### config.mk
export PLATFORM = sky130hd
export DESIGN_NAME = prm_edge_chk_sched
export DESIGN_NICKNAME = d
export VERILOG_FILES = /design/src/rtl/prm_edge_chk_sched.sv
export SDC_FILE = /design/constraint.sdc
export NUM_CORES = 1
export LEC_CHECK = 0
export CAP_MARGIN = 40
export CELL_PAD_IN_SITES_DETAIL_PLACEMENT = 0
export CELL_PAD_IN_SITES_GLOBAL_PLACEMENT = 1
export CORE_MARGIN = 5
export CORE_UTILIZATION = 43
export CTS_CLUSTER_SIZE = 40
export DETAILED_ROUTE_END_ITERATION = 12
export DONT_BUFFER_PORTS = 1
export PLACE_DENSITY = 0.82
export SYNTH_ARGS = -nofsm -noshare
export SYNTH_HDL_FRONTEND = slang
export SYNTH_SLANG_ARGS = --single-unit
### constraint.sdc
create_clock -name i_clk -period 2.35 [get_ports i_clk]
set_input_delay 0.47 -clock i_clk [delete_from_list [all_inputs] [get_ports i_clk]]
set_output_delay 0.47 -clock i_clk [all_outputs]
set_load 0.01 [all_outputs]
### src/rtl/prm_edge_chk_sched.sv
// Edge sequencer for the PRM obstacle-check bank: fetches edge codes, broadcasts them to the
// checkers and streams per-edge hit results. Optional early exit on first blocked edge: PRM_SCHED_EARLY_EXIT_EN.
module prm_edge_chk_sched #(
  parameter int NUM_CHK = 8,
  parameter int EDGE_AW = 10,
  parameter int CODE_W  = 15
) (
  input  logic               i_clk,
  input  logic               i_rst,
  input  logic               i_start,
  input  logic               i_abort,
  input  logic [EDGE_AW-1:0] i_edge_base,
  input  logic [EDGE_AW:0]   i_edge_cnt,
  output logic               o_busy,
  output logic               o_done,
  output logic               o_early_stop,
  output logic [EDGE_AW:0]   o_blocked_cnt,
  output logic               o_mem_rd_en,
  output logic [EDGE_AW-1:0] o_mem_addr,
  input  logic [CODE_W-1:0]  i_mem_rdata,
  output logic [CODE_W-1:0]  o_chk_code,
  input  logic [NUM_CHK-1:0] i_chk_mask,
  output logic               o_res_valid,
  input  logic               i_res_ready,
  output logic [EDGE_AW:0]   o_res_idx,
  output logic [NUM_CHK-1:0] o_res_hits,
  output logic               o_res_blocked
);

  typedef enum logic [2:0] {
    S_IDLE  = 3'd0,
    S_FETCH = 3'd1,
    S_LOAD  = 3'd2,
    S_CHECK = 3'd3,
    S_EMIT  = 3'd4,
    S_DONE  = 3'd5
  } state_t;

  localparam logic [EDGE_AW:0] IDX_ONE = {{EDGE_AW{1'b0}}, 1'b1};

  state_t               r_state;
  state_t               w_next;
  logic [EDGE_AW-1:0]   r_base;
  logic [EDGE_AW:0]     r_cnt;
  logic [EDGE_AW:0]     r_idx;
  logic [EDGE_AW:0]     r_blocked_cnt;
  logic [CODE_W-1:0]    r_chk_code;
  logic [EDGE_AW:0]     r_res_idx;
  logic [NUM_CHK-1:0]   r_res_hits;
  logic                 r_res_blocked;
  logic                 r_early;
  logic                 w_start_ok;
  logic                 w_hs;
  logic                 w_last;
  logic                 w_early_exit;
  logic [EDGE_AW:0]     w_idx_nxt;

  assign w_start_ok = (r_state == S_IDLE) && i_start;
  // Abort beats a simultaneous handshake: the result is treated as undelivered.
  assign w_hs       = (r_state == S_EMIT) && i_res_ready && !i_abort;
  assign w_idx_nxt  = r_idx + IDX_ONE;
  assign w_last     = (w_idx_nxt == r_cnt);

`ifdef PRM_SCHED_EARLY_EXIT_EN
  assign w_early_exit = r_res_blocked;
`else
  assign w_early_exit = 1'b0;
`endif

  always_ff @(posedge i_clk or posedge i_rst) begin
    if (i_rst) r_state <= S_IDLE;
    else       r_state <= w_next;
  end

  always_comb begin
    w_next = r_state;
    if (i_abort && (r_state != S_IDLE)) begin
      w_next = S_IDLE;
    end else begin
      case (r_state)
        S_IDLE:  if (i_start) w_next = (i_edge_cnt == '0) ? S_DONE : S_FETCH;
        S_FETCH: w_next = S_LOAD;
        S_LOAD:  w_next = S_CHECK;
        S_CHECK: w_next = S_EMIT;
        S_EMIT:  if (w_hs) w_next = (w_last || w_early_exit) ? S_DONE : S_FETCH;
        S_DONE:  w_next = S_IDLE;
        default: w_next = S_IDLE;
      endcase
    end
  end

  always_ff @(posedge i_clk or posedge i_rst) begin
    if (i_rst) begin
      r_base        <= '0;
      r_cnt         <= '0;
      r_idx         <= '0;
      r_blocked_cnt <= '0;
      r_chk_code    <= '0;
      r_res_idx     <= '0;
      r_res_hits    <= '0;
      r_res_blocked <= 1'b0;
      r_early       <= 1'b0;
    end else begin
      if (w_start_ok) begin
        r_base        <= i_edge_base;
        r_cnt         <= i_edge_cnt;
        r_idx         <= '0;
        r_blocked_cnt <= '0;
        r_early       <= 1'b0;
      end
      if ((r_state == S_LOAD) && !i_abort) r_chk_code <= i_mem_rdata;
      // chk_mask has had a full cycle to settle on the code loaded in LOAD.
      if ((r_state == S_CHECK) && !i_abort) begin
        r_res_hits    <= i_chk_mask;
        r_res_blocked <= |i_chk_mask;
        r_res_idx     <= r_idx;
        if (|i_chk_mask) r_blocked_cnt <= r_blocked_cnt + IDX_ONE;
      end
      if (w_hs) begin
        r_idx   <= w_idx_nxt;
        r_early <= w_early_exit;
      end
    end
  end

  assign o_busy        = (r_state != S_IDLE);
  assign o_done        = (r_state == S_DONE);
  assign o_early_stop  = (r_state == S_DONE) && r_early;
  assign o_mem_rd_en   = (r_state == S_FETCH);
  assign o_mem_addr    = r_base + r_idx[EDGE_AW-1:0];
  assign o_res_valid   = (r_state == S_EMIT);
  assign o_blocked_cnt = r_blocked_cnt;
  assign o_chk_code    = r_chk_code;
  assign o_res_idx     = r_res_idx;
  assign o_res_hits    = r_res_hits;
  assign o_res_blocked = r_res_blocked;

endmodule

== Word-level counts from Yosys, hierarchy flattened ==
Index checks and enable logic that the tools add are counted.
Operators by class
  add/sub/neg operators: 3
  reductions and logical operators: 14
  equality and inequality tests: 8
  muxes and demuxes: 13
Operator list (number)
  11-bit 2-to-1 mux: 5
  11-bit by 1-bit adder with 11-bit output (second input constant): 2
  3-bit 2-to-1 mux: 5
  3-bit one-hot mux with 5 select lines: 1
  11-bit == test: 1
  11-bit zero test: 1
  10-bit adder: 1
  8-bit OR reduction: 1
  1-bit logical AND: 7
  3-bit by 2-bit == test with 1-bit output (second input constant): 2
  3-bit == test (second input constant): 2
  3-bit by 1-bit == test with 1-bit output (second input constant): 1
  3-bit zero test: 1
  3-bit by 1-bit != test with 1-bit output (second input constant): 1
  3-bit by 2-bit != test with 1-bit output (second input constant): 1
  3-bit nonzero test: 1
  1-bit 2-to-1 mux: 2
  2-bit AND reduction: 1
  2-bit nonzero test: 1
  1-bit zero test: 1
Word-level totals
  bits of input ports: 49
  logic and storage cells: 48
  output and inout port bits: 61
  register bits: 82

== Depth between registers and ports, before layout ==
Gate-level depths: netlist of the first run.
  depth in word-level cells: 6
  gate-level depth with buffers: 8
  depth with buffers taken out: 8

== Least setup slack after synthesis of the first run ==
Ideal clock, no wire load.
  path kind: register to output
  start point: reg r_idx[0]
  end point: out o_mem_addr[8]
  setup slack: 55 ps
  required time: 1880 ps
  arrival time: 1825 ps
  buffers on the path: 0
  cell stages (with the launch flop): 9
  cells stage by stage: dfrtp_1 -> ha_1 -> inv_1 -> fa_1 -> nor2b_1 -> o21ai_0 -> a21o_1 -> a31oi_1 -> xor2_1
On the way
  cells in the longest elaborated chain, start to end: 1
RTL lines
  start: declaration: RTL line 45  | logic [EDGE_AW:0] r_idx;
  start signal: assignment: RTL line 120  | r_idx <= w_idx_nxt;
  10-bit adder: RTL line 130  | assign o_mem_addr = r_base + r_idx[EDGE_AW-1:0];
  end: declaration: RTL line 19  | output logic [EDGE_AW-1:0] o_mem_addr,
No other way between the ends.

== Worst setup path after layout of the first run ==
Same ends and word-level chain as after synthesis.

==> results summary, run 1 <==
The worst min-delay path category is input pin to async pin. The count of endpoints failing hold in the final timing report came out at 0. The worst clock skew is about 9 ps. The end-of-flow core utilization came out at 0.5082. The initial antenna violation count came to 0.

The total via count in the routed design is 3004. The first TritonRoute pass finished after 4 iterations. The largest individual stage delay along the critical path comes from the cell dfrtp_1.

The largest voltage drop on the vdd net is 530.0 µV. The first-pass GRT wire length is 16080 µm. Across the run, the number of max-cap violations was 0. After clock tree synthesis, the clock-pin slew on the worst setup and hold paths is 90 ps. The width of the die came out at 107.4 µm. The share of total power dissipated in sequential elements is 0.487. The first-iteration detailed-routing DRC count is 117. Entering global routing, the biggest net connects 29 pins.

The total core area is between 9000 and 10000 µm². The die is 107.4 µm tall. In this run the core area contains 35 standard-cell rows.

The static leakage came out at 2.163 nW. The detail route stage leaves a number of antenna-violating nets equal to 0. In this run the power spent charging and discharging nets is 1.760 mW. The share of synthesized flip-flops with an asynchronous set or reset came out at 1.000. The cell internal power dissipation came out at 2.848 mW. STA classifies the critical path startpoint as a register. The required time at the worst-slack endpoint came out at 1880 ps. The number of global-route vias before repair is 3165. The count of flip-flops with a built-in enable after synthesis is 0. The routed wire length came out at 9967 µm. Across every metal layer, demand over resource in global routing totals 0.1768.

The critical path starts at r_idx[0]. The minimum clock period is 2666 ps. The final reports fail on negative setup slack. The critical path's largest stage delay came out at 410 ps.

The clock tree buffer depth came out at 2. The worst register-to-register path begins at r_idx[0]. The final layout net count came out at ~490. The remaining max-slew budget at the tightest pin is 0.5620. The flow ran to the end, but the final reports show violations.

The worst setup path is captured at an output pin. In this run the worst path has a maximum fanout of 2. The average cell area after synthesis came out at 10.12 µm².

In the final routed layout, each cell accounts on average for 17.83 µm. The number of diodes is 0. The switching part of the total power is 0.3819. The cell at the root of the clock tree is clkbuf_8.

The HPWL after detailed placement came out at about 7500 µm. In the synthesized netlist the dominant register cell turns out to be dfrtp_1. The area of the mapped netlist came out at 4078 µm². The congestion estimate from routability-driven global placement came to between 0.8 and 0.9. The effective utilization at floorplan came out at 0.4413.

The top-level I/O count is 110. The worst setup margin is -315.7 ps. The fraction of layout cells with a size suffix above 1 came out at 0.2395.

The total overflow left after global routing is 0. The slack of the worst reg-to-reg path is 210 ps. The sequential-to-total area share from yosys stat is 0.4971. The share of the clock period used by the worst path after layout came out at 1.134. The ratio of total power to cell area is 981.4 nW/µm². The storage element area is 2027 µm². The number of cells after detailed placement came out at 538. After detailed routing, the number of vias per cell comes to roughly 5.4. The classification of the worst setup path is register to output pin. Setup repair after global routing could not meet its margin everywhere. The worst hold-check slack came out at 46.30 ps. The logic gate share of total power came out at 0.298.

Counting flops and latches in the post-synthesis netlist gives 81. TritonCTS built the clock tree. The synthesized netlist cell count came out at a little over 400. Adding up every negative setup slack in the final design gives -926.4 ps. The clock latency of the later-clocked register in the worst-skew pair came out at 350 ps. The number of nets in the synthesized netlist is between 400 and 500. The cell count of the worst reg-to-reg path came out at 8. The multi-input combinational cell area is 2051 µm². The signal on the critical path passes through ha_4, inv_2, fa_2, nor2b_1, o21ai_1, a21o_1, a31oi_2, xor2_1, buf_4. The data arrival time at the worst-slack endpoint came out at 2200 ps.

The fmax came out at approximately 380 MHz. The final max-slew violation count is 0. The number of filler instances in the final layout is 826.

The area enclosed by the die boundary came out at 11530 µm². The H-tree generated during clock tree synthesis spans 3 levels. The number of clock buffers inserted by TritonCTS is 9.

The number of distinct standard cells referenced by the synthesized netlist is 47. In this run the critical register-to-register path is captured at r_state[2]. The number of clock sinks came out at 81. The total number of yosys warnings is 0. The portion of total power attributed to the clock network came out at 0.215.

The count of placed standard cells in the final layout, fillers left out came out at 559. The transition time of the tightest slew-check pin came out at 650.9 ps. The post-detailed-route DRC marker count is 0. During placement, the flow inserted port buffers numbering 0.

The layout overhead on the synthesized area is 15.16%. Setup violations remaining at the end of the flow were counted as 5.
==> kinds of logic after synthesis <==
family                     synth area share
AOI/OAI and AO/OA                   0.09513
xor gates and xnor gates            0.05799
adders and majority gates           0.03866
buffers and inverters               0.02884
DFF                                  0.4971
muxes                                0.1031
other                             0.0009196
and+or+nand+nor                      0.1783
==> placed cells by master (no fill, tap or decap), types with 2 or more instances in the layout <==
| cell | Yosys | layout |
|---|---|---|
| nand2_1 | 87 | 85 |
| dfrtp_1 | 81 | 81 |
| mux2_2 | 32 | 32 |
| buf_4 | 2 | 28 |
| o21ai_0 | 26 | 24 |
| nor2_1 | 22 | 21 |
| xnor2_1 | 19 | 17 |
| nand3_1 | 11 | 10 |
| ha_1 | 11 | 9 |
| clkbuf_8 | 0 | 9 |
| inv_1 | 10 | 8 |
| xor2_1 | 8 | 7 |
| mux2i_1 | 6 | 6 |
| and3_1 | 5 | 5 |
| a21o_1 | 4 | 4 |
| nor3_1 | 5 | 4 |
| a21oi_1 | 4 | 4 |
| nor4_1 | 5 | 4 |
| nand4_1 | 4 | 4 |
| o31ai_1 | 4 | 4 |
| inv_6 | 0 | 4 |
| o211ai_1 | 3 | 3 |
| nor2b_1 | 2 | 2 |
| a21oi_2 | 2 | 2 |
| o31a_1 | 2 | 2 |
| nand2b_1 | 2 | 2 |
| a211oi_1 | 3 | 2 |
| or4_1 | 2 | 2 |
| o311ai_0 | 2 | 2 |
| or2_2 | 2 | 2 |
| a2111oi_2 | 0 | 2 |
| xnor2_2 | 0 | 2 |
| nand3b_1 | 2 | 2 |
| a31oi_1 | 3 | 2 |
| clkinvlp_4 | 0 | 2 |
| ha_4 | 0 | 2 |
==> registers in the layout (all words and copies together) (netlist names) <==
name,count
o_chk_code,15
o_blocked_cnt,11
o_res_idx,11
r_cnt,11
r_idx,11
r_base,10
o_res_hits,8
r_state,3
o_res_blocked,1
==> layer usage <==
metal,vias to the layer above,GRT usage,share of wire
li1,1430,-,-
met5,-,0,0
met1,1468,0.2042,0.39
met3,9,0.08278,0.10
met2,97,0.2985,0.50
met4,0,0.04148,0.0097
==> per-stage QoR <==
stage                     total power, mW  area, µm²  setup WS (ps)
after global placement              3.518       4348         -34.07
final                               4.608       4696         -315.7
after detailed placement            3.572       4348         -35.91
after CTS                           4.621       4602         -315.7
after global routing                4.949       4696         -429.3
after floorplan                     3.206       4081          55.37
==> layout make-up <==
class | count | share of cell area
clock buffer | 9 | 0.02638
clock inverter | 7 | 0.01492
inverter | 10 | 0.008793
multi-input combinational | 294 | 0.4367
sequential | 81 | 0.4317
tap | 129 | 0.03437
timing repair buffer | 29 | 0.04716
==> power by group through the flow <==
stage	clock, mW	sequential (mW)	combinational, mW
2_1_floorplan	0	2.13	1.08
3_3_place_gp	0	2.25	1.27
3_5_place_dp	0	2.26	1.31
4_1_cts	1.02	2.25	1.35
5_1_grt	1.09	2.31	1.55
6_report	0.990	2.24	1.38
==> worst max path at each step <==
stage	cells after the start	slack (ps)	endpoint
after global placement	6	-30	o_mem_addr[9]
after global routing	9	-430	o_mem_addr[8]
after detailed placement	6	-40	o_mem_addr[9]
final	9	-320	o_mem_addr[8]
after floorplan	8	60	o_mem_addr[8]
after CTS	9	-320	o_mem_addr[8]
==> worst max-delay path: cells and delay by family (launching register included) <==
kind / cells / cell delay (ps)
adders and majority gates: 2 / 480
AOI/OAI and AO/OA: 3 / 480
DFF: 1 / 410
xor gates and xnor gates: 1 / 170
and+or+nand+nor: 1 / 120
buffers and inverters: 2 / 170
==> what timing repair did <==
action                     in CTS  in global routing
buffers inserted                1                  4
pin swaps                      10                  6
gates resized for setup        13                 12
hold buffers                    0                  0
setup endpoints to repair       6                  7
gates cloned                    0                  0
==> cells in the mapped netlist (all sizes together) (2+ instances only) <==
master	instances	area share
nand2b	2	0.0031
mux2i	6	0.015
a31oi	3	0.0046
and3	5	0.0077
and2	2	0.0031
nor2b	2	0.0031
a21o	4	0.0074
nor3b	2	0.0049
xor2	8	0.017
nor3	5	0.0061
dfrtp	81	0.50
inv	10	0.0092
nor4	5	0.0077
nand3b	2	0.0037
o311ai	2	0.0043
ha	11	0.034
o31a	2	0.0043
or2	2	0.0031
nand2	87	0.080
nand3	11	0.014
nor2	22	0.020
mux2	32	0.088
nand4	4	0.0061
o31ai	4	0.0074
a21oi	6	0.0092
xnor2	19	0.041
a2111oi	2	0.0043
buf	6	0.0086
a211oi	3	0.0055
o21ai	26	0.032
clkbuf	12	0.011
or4	2	0.0037
o211ai	3	0.0055
No activity file was read; power rests on OpenSTA's default activity.
==> run 2, diff against run 1 <==
--- a/config.mk
+++ b/config.mk
@@ -10,6 +10,7 @@
 export CELL_PAD_IN_SITES_GLOBAL_PLACEMENT = 1
 export CORE_MARGIN = 5
 export CORE_UTILIZATION = 43
+export CTS_BUF_LIST = sky130_fd_sc_hd__clkbuf_16
 export CTS_CLUSTER_SIZE = 40
 export DETAILED_ROUTE_END_ITERATION = 12
 export DONT_BUFFER_PORTS = 1
==> results summary, run 2 (synthesis results as in run 1) <==
The total core area is 9240 µm² (unchanged). The post-detailed-route DRC marker count is 0 (unchanged). The number of vias per cell after detailed routing is 5.360 (was 5.374). The placed instance area is 4348 µm² (unchanged).

The clock tree from TritonCTS is built (unchanged). Failing checks: negative setup slack (unchanged). The final global-route overflow total came out at 0 (unchanged). The number of flip-flops in the largest register is 15 (unchanged). The worst min-delay path category is input pin to async pin (unchanged). The slack of the worst reg-to-reg path came to 200 ps (was 210 ps). The slowest cell on the critical path is dfrtp_1 (unchanged).

The endpoint class of the critical path is an output pin (unchanged). The final max-slew violation count came out at 0 (unchanged). The number of nets with antenna violations after detailed routing came out at 0 (unchanged). The depth of the CTS H-tree is 3 (unchanged). The count of endpoints failing hold in the final timing report came out at 0 (unchanged).

The clock latency of the later-clocked register in the worst-skew pair came out at 340 ps (was 350 ps). The detailed-route wire length per cell came out at 17.89 µm (was 17.83 µm). The worst setup margin came out at -250.5 ps (was -315.7 ps). The die boundary height came out at 107.4 µm (unchanged). The number of clock buffers inserted by TritonCTS came out at 9 (unchanged). The family of cells with the greatest summed delay on the critical path is adder cells (unchanged). The critical path's largest stage delay is 400 ps (was 410 ps).

The cell internal power dissipation was 3.184 mW (was 2.848 mW). The first-pass GRT wire length was 16120 µm (was 16080 µm). The first-iteration detailed-routing DRC count came out at 116 (was 117).

The largest voltage drop on the vdd net is 610.1 µV (was 530.0 µV). The first-pass iteration count of the detailed router was 4 (unchanged). The number of diodes came out at 0 (unchanged). The nature of the critical path startpoint is a register (unchanged).

The required time at the worst-slack endpoint came out at 1880 ps (about the same). The final layout net count was 485 (was 486). Cells along the critical path: ha_4, inv_2, fa_2, nor2b_1, o21ai_1, a21o_1, a31oi_2, xor2_1, buf_4 (unchanged). The total number of placement rows is 35 (unchanged). The source of the worst register-to-register timing path is r_idx[0] (unchanged). The width of the die is 107.4 µm (unchanged). The worst clock skew is 8.599 ps (was 9.237 ps).

The count of placed standard cells in the final layout, fillers left out is 558 (was 559). The portion of total power attributed to the clock network came out at 0.275 (was 0.215). The global routing usage summed across all routing layers came to 0.1770 (was 0.1768). The cell at the root of the clock tree was clkbuf_16 (was clkbuf_8). The layout overhead on the synthesized area came out at 17.43% (was 15.16%). The number of cells after detailed placement is 538 (unchanged). The data arrival time at the worst-slack endpoint came out at 2130 ps (was 2200 ps).

The effective utilization at floorplan came out at 0.4413 (unchanged). Commonest cells after routing, fill and taps aside: nand2_1 (86), dfrtp_1 (81), mux2_2 (32) (was nand2_1 (85), dfrtp_1 (81), mux2_2 (32)). The number of clock sinks came out at 81 (unchanged). The placer congestion estimate came out at 0.8421 (unchanged). The minimum clock period is 2600 ps (was 2666 ps). The ratio of total power to cell area is 1044 nW/µm² (was 981.4 nW/µm²). The initial antenna violation count is 0 (unchanged). Unrepaired setup endpoints after global routing: true (unchanged). The switching power of the nets is 1.815 mW (was 1.760 mW). The classification of the worst setup path is register to output pin (unchanged). The number of setup violations in the final report is 4 (was 5).

The total of buffers placed on input and output ports is 0 (unchanged). The transition time of the tightest slew-check pin is 611.5 ps (was 650.9 ps). The number of global-route vias before repair came out at 3170 (was 3165). The share of total power in sequential cells came out at 0.450 (was 0.487). The worst-path maximum fanout came to 2 (unchanged). The area enclosed by the die boundary is 11530 µm² (unchanged). The clock transition at the registers of the reported paths came out at 60 ps (was 90 ps). The design area came out at 4788 µm² (was 4696 µm²). The endpoint of the most critical register-to-register path is r_state[2] (unchanged). The fraction of layout cells with a size suffix above 1 came to 0.2378 (was 0.2395). The total buffers and inverters traversed by the critical path came out at 2 (unchanged). The remaining max-slew budget at the tightest pin came to 0.5915 (was 0.5620). The cell count of the worst reg-to-reg path is 8 (unchanged). The share of the clock period used by the worst path after layout was 1.107 (was 1.134). The total via count in the routed design was 2991 (was 3004). The HPWL after detailed placement is 7460 µm (unchanged). The pin count of the biggest net entering global routing is 29 (unchanged).

The clock tree buffer depth came out at 2 (unchanged). The fmax is 384.5 MHz (was 375.1 MHz). The static leakage came out at 2.209 nW (was 2.163 nW). The routed wire length was 9984 µm (was 9967 µm). The switching part of the total power is 0.3631 (was 0.3819). The leading cell type in the layout, fill and taps excluded is nand2_1 (unchanged).

The number of max-cap violations came to 0 (unchanged). The logic gate share of total power came to 0.276 (was 0.298). The top-level I/O count came out at 110 (unchanged). Result of the run: finished with violations (unchanged).
-- run 2: power by group through the flow --
stage | Clock (mW) | Combinational, mW | Sequential, mW
2_1_floorplan | 0 | 1.08 | 2.13
3_3_place_gp | 0 | 1.27 | 2.25
3_5_place_dp | 0 | 1.31 | 2.26
4_1_cts | 1.41 | 1.34 | 2.25
5_1_grt | 1.48 | 1.55 | 2.31
6_report | 1.37 | 1.38 | 2.25
-- run 2: worst max-delay path by stage --
| stage | startpoint | to | slack, ps | cells after the start |
|---|---|---|---|---|
| CTS | r_idx[0] | o_mem_addr[8] | -280 | 9 |
| global route | r_idx[0] | o_mem_addr[8] | -370 | 9 |
| finish | r_idx[0] | o_mem_addr[8] | -250 | 9 |
| floorplan | r_idx[0] | o_mem_addr[8] | 60 | 8 |
| detailed placement | r_base[1] | o_mem_addr[9] | -40 | 6 |
| global placement | r_base[1] | o_mem_addr[9] | -30 | 6 |
-- run 2: routing by layer --
metal,share of wire,GRT usage,vias up
li1,-,-,1430
met4,0.0097,0.02976,0
met3,0.11,0.08938,10
met5,0,0,-
met1,0.39,0.2041,1441
met2,0.50,0.3003,110
-- run 2: layout make-up --
| class | instances | area, µm² |
|---|---|---|
| tap | 129 | 161.4 |
| clock inverter | 7 | 70.07 |
| fill | 815 | 4452 |
| clock buffer | 9 | 225.2 |
| inverter | 10 | 41.29 |
| timing repair buffer | 28 | 214.0 |
| multi-input combinational | 294 | 2049 |
| sequential | 81 | 2027 |
-- run 2: worst register-to-register path, stage by stage (launching register included) --
cell     delay, ps
dfrtp_1        400
buf_4          180
ha_1           260
nand3_2        170
nor4_2         360
buf_4          180
xnor2_1        110
nand2_1         80
o41ai_2        310
-- run 2: timing repair --
item / 4_1_cts / 5_1_grt
endpoints found under the setup margin: 6 / 7
pin swaps: 9 / 8
buffers inserted: 1 / 3
resized for setup: 11 / 13
hold buffers: 0 / 0
-- run 2: metrics by stage --
stage,setup TNS [ps],power (mW),util,worst slack [ps],hold slack [ps]
CTS,-651.1,4.996,0.5074,-284.5,79.54
global route,-1423,5.336,0.5182,-365.1,104.6
detailed placement,-35.91,3.572,0.4705,-35.91,444.1
finish,-723.2,4.999,0.5182,-250.5,67.54
floorplan,0,3.206,-,55.37,452.3
global placement,-34.07,3.518,0.4705,-34.07,434.6
